$ cat src/rtl/cpu_param_if.sv
// ROM fetch bus and board I/O for the parametrised teaching CPU.
// The core uses the master side. A ROM/board model or a bench uses the slave side.
interface cpu_param_if #(
  parameter int unsigned DW  = 4,
  parameter int unsigned PCW = 5
);
  logic [PCW-1:0] pc;
  logic [15:0]    instr;
  logic [DW-1:0]  btn;
  logic [DW-1:0]  led;
  logic           halted;
  logic           stack_err;

  modport master (
    output pc, led, halted, stack_err,
    input  instr, btn
  );

  modport slave (
    input  pc, led, halted, stack_err,
    output instr, btn
  );
endinterface

$ cat src/rtl/cpu_param.sv
// Single-cycle parametrised teaching CPU. It fetches one 16-bit instruction per clock
// from an asynchronous ROM and executes it against eight registers, c/z flags,
// a return stack and a halt state. r5 samples the buttons and r6 drives the LEDs.
module cpu_param #(
  parameter int unsigned DW  = 4,
  parameter int unsigned PCW = 5,
  parameter int unsigned SD  = 4
) (
  input logic         clk,
  input logic         reset,
  cpu_param_if.master bus
);
  localparam int unsigned SpW  = $clog2(SD + 1);
  localparam int unsigned IdxW = (SD > 1) ? $clog2(SD) : 1;

  typedef enum logic [4:0] {
    OpNop, OpMov, OpAdd, OpSub, OpOr, OpAnd, OpXor, OpInc, OpNot,
    OpShr, OpShl, OpLdi, OpJmp, OpJc, OpJnc, OpJz, OpCall, OpRet, OpHalt
  } op_e;

  logic [4:0]     op;
  logic [2:0]     rd, rs;
  logic [7:0]     imm;
  logic [PCW-1:0] jmp_target;

  logic [DW-1:0]  regs_q [8];
  logic [DW-1:0]  regs_d [8];
  logic [PCW-1:0] pc_q, pc_d, pc_inc;
  logic           c_q, c_d, z_q, z_d;
  logic           halted_q, halted_d;
  logic           err_q, err_d;
  logic [SpW-1:0] sp_q, sp_d;
  logic [PCW-1:0] stack_q [SD];
  logic [PCW-1:0] stack_d [SD];

  logic [DW-1:0]   a_rd, a_r0, b_rs, res;
  logic [DW:0]     wide;
  logic            wr_en, set_z;
  logic [2:0]      wr_sel;
  logic [IdxW-1:0] push_idx, pop_idx;

  assign op         = bus.instr[15:11];
  assign rd         = bus.instr[10:8];
  assign rs         = bus.instr[2:0];
  assign imm        = bus.instr[7:0];
  assign jmp_target = imm[PCW-1:0];
  assign pc_inc     = pc_q + 1'b1;

  assign a_rd = regs_q[rd];
  assign a_r0 = regs_q[0];
  assign b_rs = regs_q[rs];

  // Push writes the slot at sp; pop reads the slot just below it.
  assign push_idx = IdxW'(sp_q);
  assign pop_idx  = IdxW'(sp_q - 1'b1);

  // Immediate bits beyond DW/PCW are ignored by design.
  logic unused_imm;
  assign unused_imm = ^imm;

  // Decode and execute the current instruction into next-state values.
  always_comb begin
    regs_d   = regs_q;
    pc_d     = pc_inc;
    c_d      = c_q;
    z_d      = z_q;
    sp_d     = sp_q;
    stack_d  = stack_q;
    halted_d = halted_q;
    err_d    = err_q;
    wide     = '0;
    res      = '0;
    wr_en    = 1'b0;
    wr_sel   = rd;
    set_z    = 1'b0;

    if (!halted_q) begin
      case (op_e'(op))
        OpMov: begin
          res   = b_rs;
          wr_en = 1'b1;
        end
        OpAdd: begin
          wide   = {1'b0, a_r0} + {1'b0, b_rs};
          res    = wide[DW-1:0];
          c_d    = wide[DW];
          wr_en  = 1'b1;
          wr_sel = 3'd0;
          set_z  = 1'b1;
        end
        OpSub: begin
          res    = a_r0 - b_rs;
          c_d    = (a_r0 < b_rs);
          wr_en  = 1'b1;
          wr_sel = 3'd0;
          set_z  = 1'b1;
        end
        OpOr, OpAnd, OpXor: begin
          if (op_e'(op) == OpOr)       res = a_r0 | b_rs;
          else if (op_e'(op) == OpAnd) res = a_r0 & b_rs;
          else                         res = a_r0 ^ b_rs;
          wr_en  = 1'b1;
          wr_sel = 3'd0;
          set_z  = 1'b1;
        end
        OpInc: begin
          wide  = {1'b0, a_rd} + 1'b1;
          res   = wide[DW-1:0];
          c_d   = wide[DW];
          wr_en = 1'b1;
          set_z = 1'b1;
        end
        OpNot: begin
          res   = ~a_rd;
          wr_en = 1'b1;
          set_z = 1'b1;
        end
        OpShr: begin
          res   = a_rd >> 1;
          c_d   = a_rd[0];
          wr_en = 1'b1;
          set_z = 1'b1;
        end
        OpShl: begin
          res   = a_rd << 1;
          c_d   = a_rd[DW-1];
          wr_en = 1'b1;
          set_z = 1'b1;
        end
        OpLdi: begin
          res   = imm[DW-1:0];
          wr_en = 1'b1;
        end
        OpJmp: pc_d = jmp_target;
        OpJc:  if (c_q)  pc_d = jmp_target;
        OpJnc: if (!c_q) pc_d = jmp_target;
        OpJz:  if (z_q)  pc_d = jmp_target;
        OpCall: begin
          // A full stack turns CALL into a flagged fall-through.
          if (sp_q == SpW'(SD)) begin
            err_d = 1'b1;
          end else begin
            stack_d[push_idx] = pc_inc;
            sp_d              = sp_q + 1'b1;
            pc_d              = jmp_target;
          end
        end
        OpRet: begin
          if (sp_q == '0) begin
            err_d = 1'b1;
          end else begin
            pc_d = stack_q[pop_idx];
            sp_d = sp_q - 1'b1;
          end
        end
        OpHalt: begin
          halted_d = 1'b1;
          pc_d     = pc_q;
        end
        default: ;
      endcase

      if (wr_en) regs_d[wr_sel] = res;
      if (set_z) z_d = (res == '0);
    end else begin
      pc_d = pc_q;
    end

    // r5 always tracks the buttons; instruction writes to it are lost.
    regs_d[5] = bus.btn;
  end

  // Architectural state, cleared asynchronously on reset.
  always_ff @(posedge clk or posedge reset) begin
    if (reset) begin
      for (int i = 0; i < 8; i++) regs_q[i] <= '0;
      for (int i = 0; i < int'(SD); i++) stack_q[i] <= '0;
      pc_q     <= '0;
      c_q      <= 1'b0;
      z_q      <= 1'b0;
      sp_q     <= '0;
      halted_q <= 1'b0;
      err_q    <= 1'b0;
    end else begin
      regs_q   <= regs_d;
      stack_q  <= stack_d;
      pc_q     <= pc_d;
      c_q      <= c_d;
      z_q      <= z_d;
      sp_q     <= sp_d;
      halted_q <= halted_d;
      err_q    <= err_d;
    end
  end

  assign bus.pc        = pc_q;
  assign bus.led       = regs_q[6];
  assign bus.halted    = halted_q;
  assign bus.stack_err = err_q;
endmodule
$ cat src/flat_wrapper.sv
// flat-port wrapper written by rule: the top's interface ports become plain ports
module cpu_param_flat 
#(
  parameter int unsigned DW  = 4,
  parameter int unsigned PCW = 5,
  parameter int unsigned SD  = 4
)
  (clk, reset, bus_pc, bus_led, bus_halted, bus_stack_err, bus_instr, bus_btn);
  cpu_param_if #(.DW(DW), .PCW(PCW)) bus_i ();
  input logic clk;
  input logic reset;
  output wire logic [$bits(bus_i.pc)-1:0] bus_pc;
  output wire logic [$bits(bus_i.led)-1:0] bus_led;
  output wire logic [$bits(bus_i.halted)-1:0] bus_halted;
  output wire logic [$bits(bus_i.stack_err)-1:0] bus_stack_err;
  input wire logic [$bits(bus_i.instr)-1:0] bus_instr;
  input wire logic [$bits(bus_i.btn)-1:0] bus_btn;
  assign bus_pc = bus_i.pc;
  assign bus_led = bus_i.led;
  assign bus_halted = bus_i.halted;
  assign bus_stack_err = bus_i.stack_err;
  assign bus_i.instr = bus_instr;
  assign bus_i.btn = bus_btn;
  cpu_param #(.DW(DW), .PCW(PCW), .SD(SD)) u_core (.clk(clk), .reset(reset), .bus(bus_i));
endmodule
$ cat config.mk
export PLATFORM = sky130hd
export DESIGN_NAME = cpu_param_flat
export DESIGN_NICKNAME = d
export VERILOG_FILES = /design/src/rtl/cpu_param_if.sv /design/src/rtl/cpu_param.sv /design/src/flat_wrapper.sv
export SDC_FILE = /design/constraint.sdc
export NUM_CORES = 1
export LEC_CHECK = 0
export CORE_MARGIN = 2
export CORE_UTILIZATION = 35
export DETAILED_ROUTE_END_ITERATION = 6
export GPL_ROUTABILITY_DRIVEN = 0
export MAX_ROUTING_LAYER = met4
export SETUP_SLACK_MARGIN = 0.3
export SYNTH_ARGS = -nofsm -noshare
export SYNTH_HDL_FRONTEND = slang
export SYNTH_SLANG_ARGS = --single-unit
$ cat constraint.sdc
create_clock -name clk -period 4.1 [get_ports clk]
set_input_delay 0.82 -clock clk [delete_from_list [all_inputs] [get_ports clk]]
set_output_delay 0.82 -clock clk [all_outputs]
set_load 0.1 [all_outputs]
==> impl_summary.md <==
Outcome
The flow ran to the end, and the final reports show no timing, DRC or antenna violations.

Drt
Summed over all nets, wire length on met3 after detailed routing comes to 399 um. The met2 wire length is 4.95 mm. The overall via count from detail_route is 3,316. The detail route stage leaves a number of antenna-violating nets equal to 0. After detailed routing, the number of remaining DRC violations is 0. The post-route met1 wirelength is 4.91 mm. The mean routed wirelength per cell is 17.4 um. After the first detailed-routing iteration, the DRC count stood at 218. Using the TritonRoute via totals, the vias-per-cell ratio works out to 5.47.

The routed wire length is 10.5 mm. Signal routing reaches up to met4. The first detailed-routing pass ran for 5 iterations.

Cells and area
The net count of the finished layout is 499. The layout overhead on the synthesized area is 23.0%. The count of placed standard cells in the final layout, fillers left out is 606. After routing the design area is 0.00517 mm^2. The number of antenna diodes in the final layout is 0. The fill cell instance count of the final layout is 1,080.

The area used by multi-input combinational logic is 0.00242 mm^2. Cells fill 43.6% of the core in the end. In the final layout, flip-flops and latches occupy 0.00160 mm^2. Of the cells placed in the final design, the portion with a size suffix greater than 1 is 23.5%.

STA
The hold violation count in the final report is 0. The count of final max-slew check failures is 0. The time the final worst path needs with I/O delays and setup is 3610 ps. Setup repair after global routing left no endpoint under its margin.

The transition time of the tightest slew-check pin is 984 ps. The clock arrives with 8.17 ps of skew. Headroom to the max-slew limit came out at 34.2%. The share of the cycle needed by the critical path after routing is 88.0%. Setup violations remaining at the end of the flow were counted as 0. The setup total negative slack is 0 ps. Timing would allow up to 277 MHz.

Critical path
The data arrival time at the worst-slack endpoint is 3830 ps. The worst setup path is of the primary input to flop kind. For the worst setup path, the data required time is 4320 ps.

Counting both buffers and inverters, the worst setup path holds a total of 4. The highest net fanout along the worst path is 7. Walking the worst path, the cells encountered are clkbuf_2, buf_4, mux4_2, mux2i_2, inv_1, fa_2, or2_1, and3_1, o21ai_1, o2111ai_1, or3_1, buf_4, mux2_2.

STA classifies the critical path endpoint as a flop. The launch point of the worst path is bus_instr[0]. The startpoint identified for the worst register-to-register timing path is u_core.a_r0[0]$_DFFE_PP0P_. The worst register-to-register path has a setup slack of 740 ps. The dominant cell type by count on the critical path is sky130_fd_sc_hd__buf_4. The critical path launch point type is a primary input.

In this design, the stage delay of the slowest critical-path cell is 540 ps. The standard cell with the maximum stage delay on the critical path is sky130_fd_sc_hd__mux4_2. Among cell families on the critical path, the largest total delay comes from multiplexers.

Clocking
The clock net sink count is 64. The number of hold buffers added after CTS was 0. The tree is rooted in a sky130_fd_sc_hd__clkbuf_16. The longest clock path from root to sink contains 2 buffers. The number of buffers inserted during clock tree synthesis is 9. The setup fix buffers added after clock tree synthesis is 0. The H-tree was split into 3 levels. The clock-pin slew on the worst setup and hold paths is 50 ps.

At the later pin of the worst-skew pair, clock insertion delay measures 340 ps. TritonCTS built the clock tree.

Global routing
The combined global-route utilization of all metal layers is 18.0%. The via count of the first global-routing pass is 3,371. The remaining global-route overflow is 0.

The initial antenna violation count came to 0. The maximum number of pins on one net before global-route repair is 33. The wire length of the first global-routing pass is 17.5 mm.

Placement
The number of buffer cells added on primary ports is 29. After detailed placement, the design holds a cell count of 590. The post-place instance area is 0.00483 mm^2. The estimated wirelength of the detail-placed design is 7.84 mm.

Yosys
The synthesized netlist cell count is 402. The average cell area after synthesis is 10.5 um^2. The number of flops mapped to enable cells by yosys is 0.

In the synthesized netlist the dominant register cell turns out to be sky130_fd_sc_hd__dfrtp_1. During synthesis, Yosys emitted a total of 0 warnings. Counting flops with an async set or reset pin after synthesis yields a share of 100%.

The sequential share of the synthesized area is 38.1%. When the netlist entered floorplanning its net count stood at 447. In this run, synthesis produced a sequential element count of 64. The number of distinct library cells after synthesis is 60. After synthesis the cells add up to 0.00421 mm^2.

Floorplan
The die boundary height is 114 um. Pin placement for this block handled 33 I/O pins. The total area inside the core boundary comes to 0.0119 mm^2. Row generation in the floorplan step produced 40 rows. The initial utilization of the core area, before any placement, comes to 35.5%.

The width of the die is 114 um. The overall die area is 0.0129 mm^2.

Pwr
The power per standard cell area is 578 mW/mm^2. The static leakage is 2.32 nW. The largest vdd supply drop is 0.385 mV.

The total power consumption of the routed design is 2.99 mW.

Worst hold path
The class of the tightest hold or removal check is flop to flop. The startpoint identified for the worst hold timing path is u_core.stack_q[6]$_DFFE_PP0P_.

Run
Across the run, the number of max-cap violations was 0.
kinds of logic after synthesis:
family                   Yosys count  share of synthesized area, %
AO/OA/AOI/OAI                     99                          15.8
XOR/XNOR                           8                          1.67
adder cells (fa/ha/maj)           23                          7.20
buffers and inverters             45                          4.82
flip-flops                        64                          38.1
multiplexers                      62                          21.0
AND/OR/NAND/NOR                  101                          11.5
cell usage after synthesis, drive strengths merged (4+ instances only):
cell | instances | area (um^2)
o21a | 4 | 30.0
nor2 | 17 | 63.8
dfrtp | 64 | 1600
inv | 24 | 90.1
nand2 | 41 | 154
mux2 | 30 | 338
a22oi | 8 | 60.1
a21oi | 16 | 98.9
or2 | 4 | 25.0
xnor2 | 6 | 52.6
o211ai | 4 | 30.0
o22ai | 5 | 31.3
mux2i | 14 | 140
o21ai | 34 | 170
nor3 | 7 | 35.0
nand3 | 7 | 35.0
ha | 21 | 263
buf | 12 | 78.8
mux4 | 18 | 405
clkbuf | 8 | 30.0
nand2b | 8 | 50.1
cell usage in the layout (no fill, tap or decap), drive strengths merged, types with 13 or more instances in the layout:
cell type | synthesis | routed
mux2i | 14 | 14
nand2 | 41 | 41
clkbuf | 8 | 13
a21oi | 16 | 16
ha | 21 | 21
nor2 | 17 | 17
buf | 12 | 32
dfrtp | 64 | 64
mux4 | 18 | 18
clkdlybuf4s50 | 0 | 26
mux2 | 30 | 30
o21ai | 34 | 34
inv | 24 | 25
worst reg2reg max path: cells and delay by family (launching register included):
family / cells / cell delay [ps]
adders and majority gates: 2 / 500
AOI/OAI and AO/OA: 2 / 240
DFF: 1 / 450
muxes: 3 / 1060
and+or+nand+nor: 3 / 810
buffers and inverters: 1 / 180
layer usage:
layer / vias up / track usage, %
li1: 1577 / -
met1: 1625 / 23.5
met2: 93 / 27.3
met3: 21 / 3.56
met4: 0 / 7.80
met5: - / -
final timing paths:
kind,cells after the start,end
max in group asynchronous,3,u_core.stack_q[17]$_DFFE_PP0P_
worst min register to register,2,u_core.stack_q[6]$_DFFE_PP0P_
worst max-delay path,13,u_core.regs_q[22]$_DFFE_PP0P_
worst max register to register,11,u_core.regs_q[22]$_DFFE_PP0P_
worst min-delay path,2,u_core.stack_q[6]$_DFFE_PP0P_
min in group asynchronous,2,u_core.regs_q[23]$_DFFE_PP0P_
flip-flops by register name, summed over array words and instances (netlist names):
name / cells
u_core.sp_q: 3
u_core.c_q: 1
u_core.bus.halted: 1
u_core.regs_q: 24
u_core.a_r0: 4
u_core.bus.pc: 5
u_core.bus.led: 4
u_core.stack_q: 20
u_core.bus.stack_err: 1
u_core.z_q: 1
power breakdown:
group	leakage, nW	internal, mW	switching [mW]
registers	0.839	0.794	0.163
logic	1.31	0.480	0.687
clock network	0.169	0.583	0.286
total	2.32	1.86	1.14
metrics by stage:
stage / setup WS [ps] / hold WS, ps
floorplan: 333 / 445
global placement: -272 / 458
detailed placement: -318 / 473
CTS: 328 / 486
global route: 306 / 510
finish: 494 / 483
final cells by class:
class / count / share of cell area, %
Clock buffer: 12 / 5.15
Clock inverter: 4 / 1.43
Inverter: 25 / 1.81
Multi-Input combinational cell: 293 / 46.9
Sequential cell: 64 / 30.9
Tap cell: 147 / 3.55
Timing Repair Buffer: 61 / 10.3
repair_timing:
item / CTS / global route
endpoints found under the setup margin: 26 / 22
pin swaps: 0 / 0
gates resized for setup: 2 / 3
No activity file was read; power rests on OpenSTA's default activity.
